--- src/rtl/des_pkg.sv ---
// Shared DES constants: permutation tables, shift schedule, widths and the
// key-schedule FSM encoding.
package des_pkg;

  localparam int KEY_W    = 64;
  localparam int HALF_W   = 28;
  localparam int CD_W     = 56;
  localparam int SUBKEY_W = 48;

  // FIPS 46-3 tables, 1-based bit numbers with bit 1 as the MSB.
  localparam int PC1_TAB [CD_W] = '{
    57, 49, 41, 33, 25, 17,  9,
     1, 58, 50, 42, 34, 26, 18,
    10,  2, 59, 51, 43, 35, 27,
    19, 11,  3, 60, 52, 44, 36,
    63, 55, 47, 39, 31, 23, 15,
     7, 62, 54, 46, 38, 30, 22,
    14,  6, 61, 53, 45, 37, 29,
    21, 13,  5, 28, 20, 12,  4
  };

  localparam int PC2_TAB [SUBKEY_W] = '{
    14, 17, 11, 24,  1,  5,
     3, 28, 15,  6, 21, 10,
    23, 19, 12,  4, 26,  8,
    16,  7, 27, 20, 13,  2,
    41, 52, 31, 37, 47, 55,
    30, 40, 51, 45, 33, 48,
    44, 49, 39, 56, 34, 53,
    46, 42, 50, 36, 29, 32
  };

  // Entry i is the rotate amount for DES round i+1.
  localparam logic [1:0] SHIFT_SCHED [16] = '{
    2'd1, 2'd1, 2'd2, 2'd2, 2'd2, 2'd2, 2'd2, 2'd2,
    2'd1, 2'd2, 2'd2, 2'd2, 2'd2, 2'd2, 2'd2, 2'd1
  };

  typedef enum logic {
    IDLE   = 1'b0,
    ACTIVE = 1'b1
  } sched_state_e;

  function automatic logic [CD_W-1:0] pc1(input logic [KEY_W-1:0] k);
    logic [CD_W-1:0] r;
    r = '0;
    for (int i = 0; i < CD_W; i++)
      r[6'(CD_W-1-i)] = k[6'(KEY_W-PC1_TAB[i])];
    return r;
  endfunction

  function automatic logic [HALF_W-1:0] rotl28(input logic [HALF_W-1:0] x,
                                               input logic [1:0] n);
    return (n == 2'd2) ? {x[25:0], x[27:26]} : {x[26:0], x[27]};
  endfunction

  function automatic logic [HALF_W-1:0] rotr28(input logic [HALF_W-1:0] x,
                                               input logic [1:0] n);
    return (n == 2'd2) ? {x[1:0], x[27:2]} : {x[0], x[27:1]};
  endfunction

endpackage

--- src/rtl/des_pc2.sv ---
// Permuted choice 2: compresses the 56-bit C||D register pair into a 48-bit
// round subkey. Purely combinational.
module des_pc2
  import des_pkg::*;
(
  input  logic [CD_W-1:0]     cd,
  output logic [SUBKEY_W-1:0] subkey
);

  always_comb begin
    subkey = '0;
    for (int i = 0; i < SUBKEY_W; i++)
      subkey[6'(SUBKEY_W-1-i)] = cd[6'(CD_W-PC2_TAB[i])];
  end

endmodule

--- src/rtl/des_key_schedule.sv ---
// Sequential DES subkey generator: one round key per advance, forward order
// with left rotations for encrypt, reverse order with right rotations for decrypt.
module des_key_schedule
  import des_pkg::*;
(
  input  logic                clk,
  input  logic                n_rst,
  input  logic [KEY_W-1:0]    key_in,
  input  logic                load,
  input  logic                decrypt,
  input  logic                advance,
  output logic [SUBKEY_W-1:0] round_key,
  output logic [3:0]          round_num,
  output logic                key_valid,
  output logic                done
);

  // Handshake: key_valid marks round_key/round_num as valid; the consumer
  // pulses advance while key_valid is high to accept the key, and the next key
  // appears the following cycle. advance without key_valid is ignored.

  sched_state_e         state;
  logic [HALF_W-1:0]    c_reg, d_reg;
  logic [3:0]           cnt;
  logic                 mode;
  logic                 valid_q;
  logic                 done_q;

  logic [CD_W-1:0]      cd_init;
  logic [1:0]           shamt_enc, shamt_dec;
  logic [SUBKEY_W-1:0]  pc2_out;

  assign cd_init = pc1(key_in);
  // Encrypt at round index r uses DES round r+2; decrypt uses round 16-r.
  assign shamt_enc = SHIFT_SCHED[cnt + 4'd1];
  assign shamt_dec = SHIFT_SCHED[4'd15 - cnt];

  always_ff @(posedge clk) begin
    if (!n_rst) begin
      state   <= IDLE;
      c_reg   <= '0;
      d_reg   <= '0;
      cnt     <= '0;
      mode    <= 1'b0;
      valid_q <= 1'b0;
      done_q  <= 1'b0;
    end else begin
      done_q <= 1'b0;
      if (load) begin
        state   <= ACTIVE;
        valid_q <= 1'b1;
        cnt     <= '0;
        mode    <= decrypt;
        if (decrypt) begin
          c_reg <= cd_init[CD_W-1:HALF_W];
          d_reg <= cd_init[HALF_W-1:0];
        end else begin
          c_reg <= rotl28(cd_init[CD_W-1:HALF_W], 2'd1);
          d_reg <= rotl28(cd_init[HALF_W-1:0], 2'd1);
        end
      end else if (state == ACTIVE && advance) begin
        if (cnt == 4'd15) begin
          state   <= IDLE;
          valid_q <= 1'b0;
          done_q  <= 1'b1;
          c_reg   <= '0;
          d_reg   <= '0;
          cnt     <= '0;
          mode    <= 1'b0;
        end else begin
          cnt <= cnt + 4'd1;
          if (mode) begin
            c_reg <= rotr28(c_reg, shamt_dec);
            d_reg <= rotr28(d_reg, shamt_dec);
          end else begin
            c_reg <= rotl28(c_reg, shamt_enc);
            d_reg <= rotl28(d_reg, shamt_enc);
          end
        end
      end
    end
  end

  des_pc2 u_pc2 (
    .cd     ({c_reg, d_reg}),
    .subkey (pc2_out)
  );

  assign round_key = valid_q ? pc2_out : '0;
  assign round_num = cnt;
  assign key_valid = valid_q;
  assign done      = done_q;

endmodule

--- config.mk ---
export PLATFORM = sky130hd
export DESIGN_NAME = des_key_schedule
export DESIGN_NICKNAME = d
export VERILOG_FILES = /design/src/rtl/des_pkg.sv /design/src/rtl/des_pc2.sv /design/src/rtl/des_key_schedule.sv
export SDC_FILE = /design/constraint.sdc
export NUM_CORES = 1
export LEC_CHECK = 0
export BUFFER_PORTS_ARGS = -buffer_cell sky130_fd_sc_hd__buf_4
export CORE_MARGIN = 4
export CORE_UTILIZATION = 59
export CTS_CLUSTER_DIAMETER = 50
export DETAILED_ROUTE_END_ITERATION = 6
export GPL_TIMING_DRIVEN = 0
export PLACE_DENSITY = 0.87
export SETUP_SLACK_MARGIN = 0.2
export SLEW_MARGIN = 20
export SYNTH_ARGS = -nofsm -noshare
export SYNTH_HDL_FRONTEND = slang
export SYNTH_SLANG_ARGS = --single-unit
--- constraint.sdc ---
create_clock -name clk -period 3.6 [get_ports clk]
set_input_delay 0.18 -clock clk [delete_from_list [all_inputs] [get_ports clk]]
set_output_delay 0.18 -clock clk [all_outputs]
set_load 0.1 [all_outputs]
==> reports/metrics.cfg <==
[run_status]
status=finished, final reports clean

[pwr]
ir_drop_uv=196
p_per_area_nw_per_um2=335
p_leak_nw=1.93
finalPower_mw=1.99

[timing]
finalSetupTns_ns=0
rsz0062_at_grt=false
fmax_mhz=366
finalSetupViolations=0
worst_pin_slew_ns=0.944
period_needed_ns=2.73
finalClockSkew_ns=0.0103
slew_headroom_pct=37.1
period_share_pct=76.0
hold_violations=0
final_max_slew_viol_count=0

[drt]
dr.pass1.iters=6
num_vias=5887
routed_wl_mm=17.6
drt_iter0_markers=677
viasPerCell=6.78
drc_errors=0
wl_per_cell_um=20.3
ant_nets=0

[worst_setup_path]
required_ns=3.85
startpoint_type=flip-flop
rr_worst_depth=9
cp-endpoint=d_reg[18]
r2r-start=round_num[1]
crit-reg2reg-capture=d_reg[18]
endpoint_kind=flip-flop
startpoint=round_num[1]
ff2ff_setup_slack_ns=0.87
critPathKind=reg -> reg
worstPathArrival_ns=2.99
worstPathMaxFanout=10

[global_route]
grt_pass1_vias=5631
grt_start_max_net_pins=11
antenna_found_initial=0
grt_overflow=0
grt_pass1_wl_mm=28.2
track_usage_pct=34.8

[yosys]
avgSynthCellArea_um2=7.56
yosysWarnings=0
synth_common_cells=nand2_1, dfxtp_1, o21ai_1, a211oi_2, inv_1
yosys.area.top_type=dfxtp_1
ys_ff_latch=63
synth_area_leaders=dfxtp_1, a211oi_2, nand2_1
yosys.cell_types.count=39
syn_inst=675
synth_enable_flop_cells=0
yosysTopAreaCellShare_pct=24.7
synth-main-ff-cell=dfxtp_1
syn_area_um2=5100
yosysSeqAreaShare_pct=24.7
synthArstFlopShare_pct=0
yosysMostFrequentCell=nand2_1

[clocking]
cts_resized=0
numCtsBuffers=9
cts_root_buf=clkbuf_8
postCtsSetupBuffers=0
cts_max_level=3
cts.path.max_buffers=2
hold_buffers=0
cts_tree=done
cts.clk_slew.worst_paths_ns=0.08
clk_latency_ns=0.37
clock_sinks=63

[die]
die_h_um=101
start_util_pct=61.5
ios=123
fp.coreArea_um2=8300
dieArea_um2=10200
die_w_um=101
fp-row-count=33

[hold_path]
min_path_type=in -> reg
hold_depth=4
hp-start=key_in[12]

[placed_design]
io_buffers=51
place_area_um2=5700
hpwl_mm=12.4
gp_congestion=0.997

[cells_and_area]
fin_nets=831
area_delta_synth_final_pct=16.0
drive_gt1_share_pct=22.7
diodes=0
fin_area_um2=5920

[run]
max-cap-violations=0

## critical path, stage by stage, from the launching register on
cell and delay (ns):
dfxtp_1 0.47, inv_1 0.14, ha_1 0.34, nand2b_1 0.20
a211oi_2 0.25, buf_4 0.23, clkbuf_1 0.46, nor4_1 0.13
a211oi_2 0.31, o21ai_1 0.09
## cell families (layout without fill, tap and decap cells)
group                    after synthesis  count (layout)  synth area share, %
adder cells (fa/ha/maj)                4               4                0.981
multiplexers                          12              12                 2.65
XOR/XNOR                               1               1                0.172
AO/OA/AOI/OAI                        200             200                 31.8
other                                  1              22               0.0735
buffers and inverters                133             200                 13.0
AND/OR/NAND/NOR                      261             261                 26.6
flip-flops                            63              63                 24.7
## how the worst min path moves through the flow
stage and endpoint:
6_report c_reg[3], 5_1_grt key_valid, 4_1_cts d_reg[18], 3_5_place_dp c_reg[8], 3_3_place_gp d_reg[2], 2_1_floorplan done
## where the power goes
part,switching [mW],internal [mW]
sequential,0.0400,0.721
combinational,0.344,0.137
clock,0.315,0.428
total,0.699,1.29
## cell type report
class,instances,area (um2)
fillers,713,2380
well taps,105,131
inverters,36,135
multi-input cells,500,3260
repair buffers,51,383
flip-flops and latches,63,1260
clock inverters,3,65.1
clock buffers,13,159
plain buffers,97,529
## cells in the final DEF, fill, tap and decap left out, types with 29 or more instances in the layout
| cell type | instances |
|---|---|
| nand2_1 | 89 |
| buf_4 | 74 |
| dfxtp_1 | 63 |
| o21ai_1 | 46 |
| a211oi_2 | 42 |
| inv_1 | 36 |
| clkbuf_1 | 36 |
| nand3_1 | 34 |
| nor4_1 | 32 |
| nor2_1 | 31 |
| o311ai_0 | 29 |
## metal layers
metal  wire, um  share of wire (%)  vias up  track usage [%]
met2       7900                 45      436             53.7
met3       2050                 12       93             9.27
met5          0                  0        -                0
met1       6840                 39     2727             44.9
li1           -                  -     2631                -
met4        817                4.6        0             17.1
## metrics by stage
stage / hold slack, ns / instances / utilization (%) / worst slack [ns]
after floorplan: 0.345 / 696 / - / 0.649
after detailed placement: 0.487 / 852 / 68.6 / 0.937
final: 0.190 / 868 / 71.3 / 0.865
after global placement: 0.475 / 852 / 68.6 / 1.02
after CTS: 0.195 / 868 / 71.3 / 0.934
after global routing: 0.204 / 868 / 71.3 / 0.675
Power figures use the tool's default switching activity.
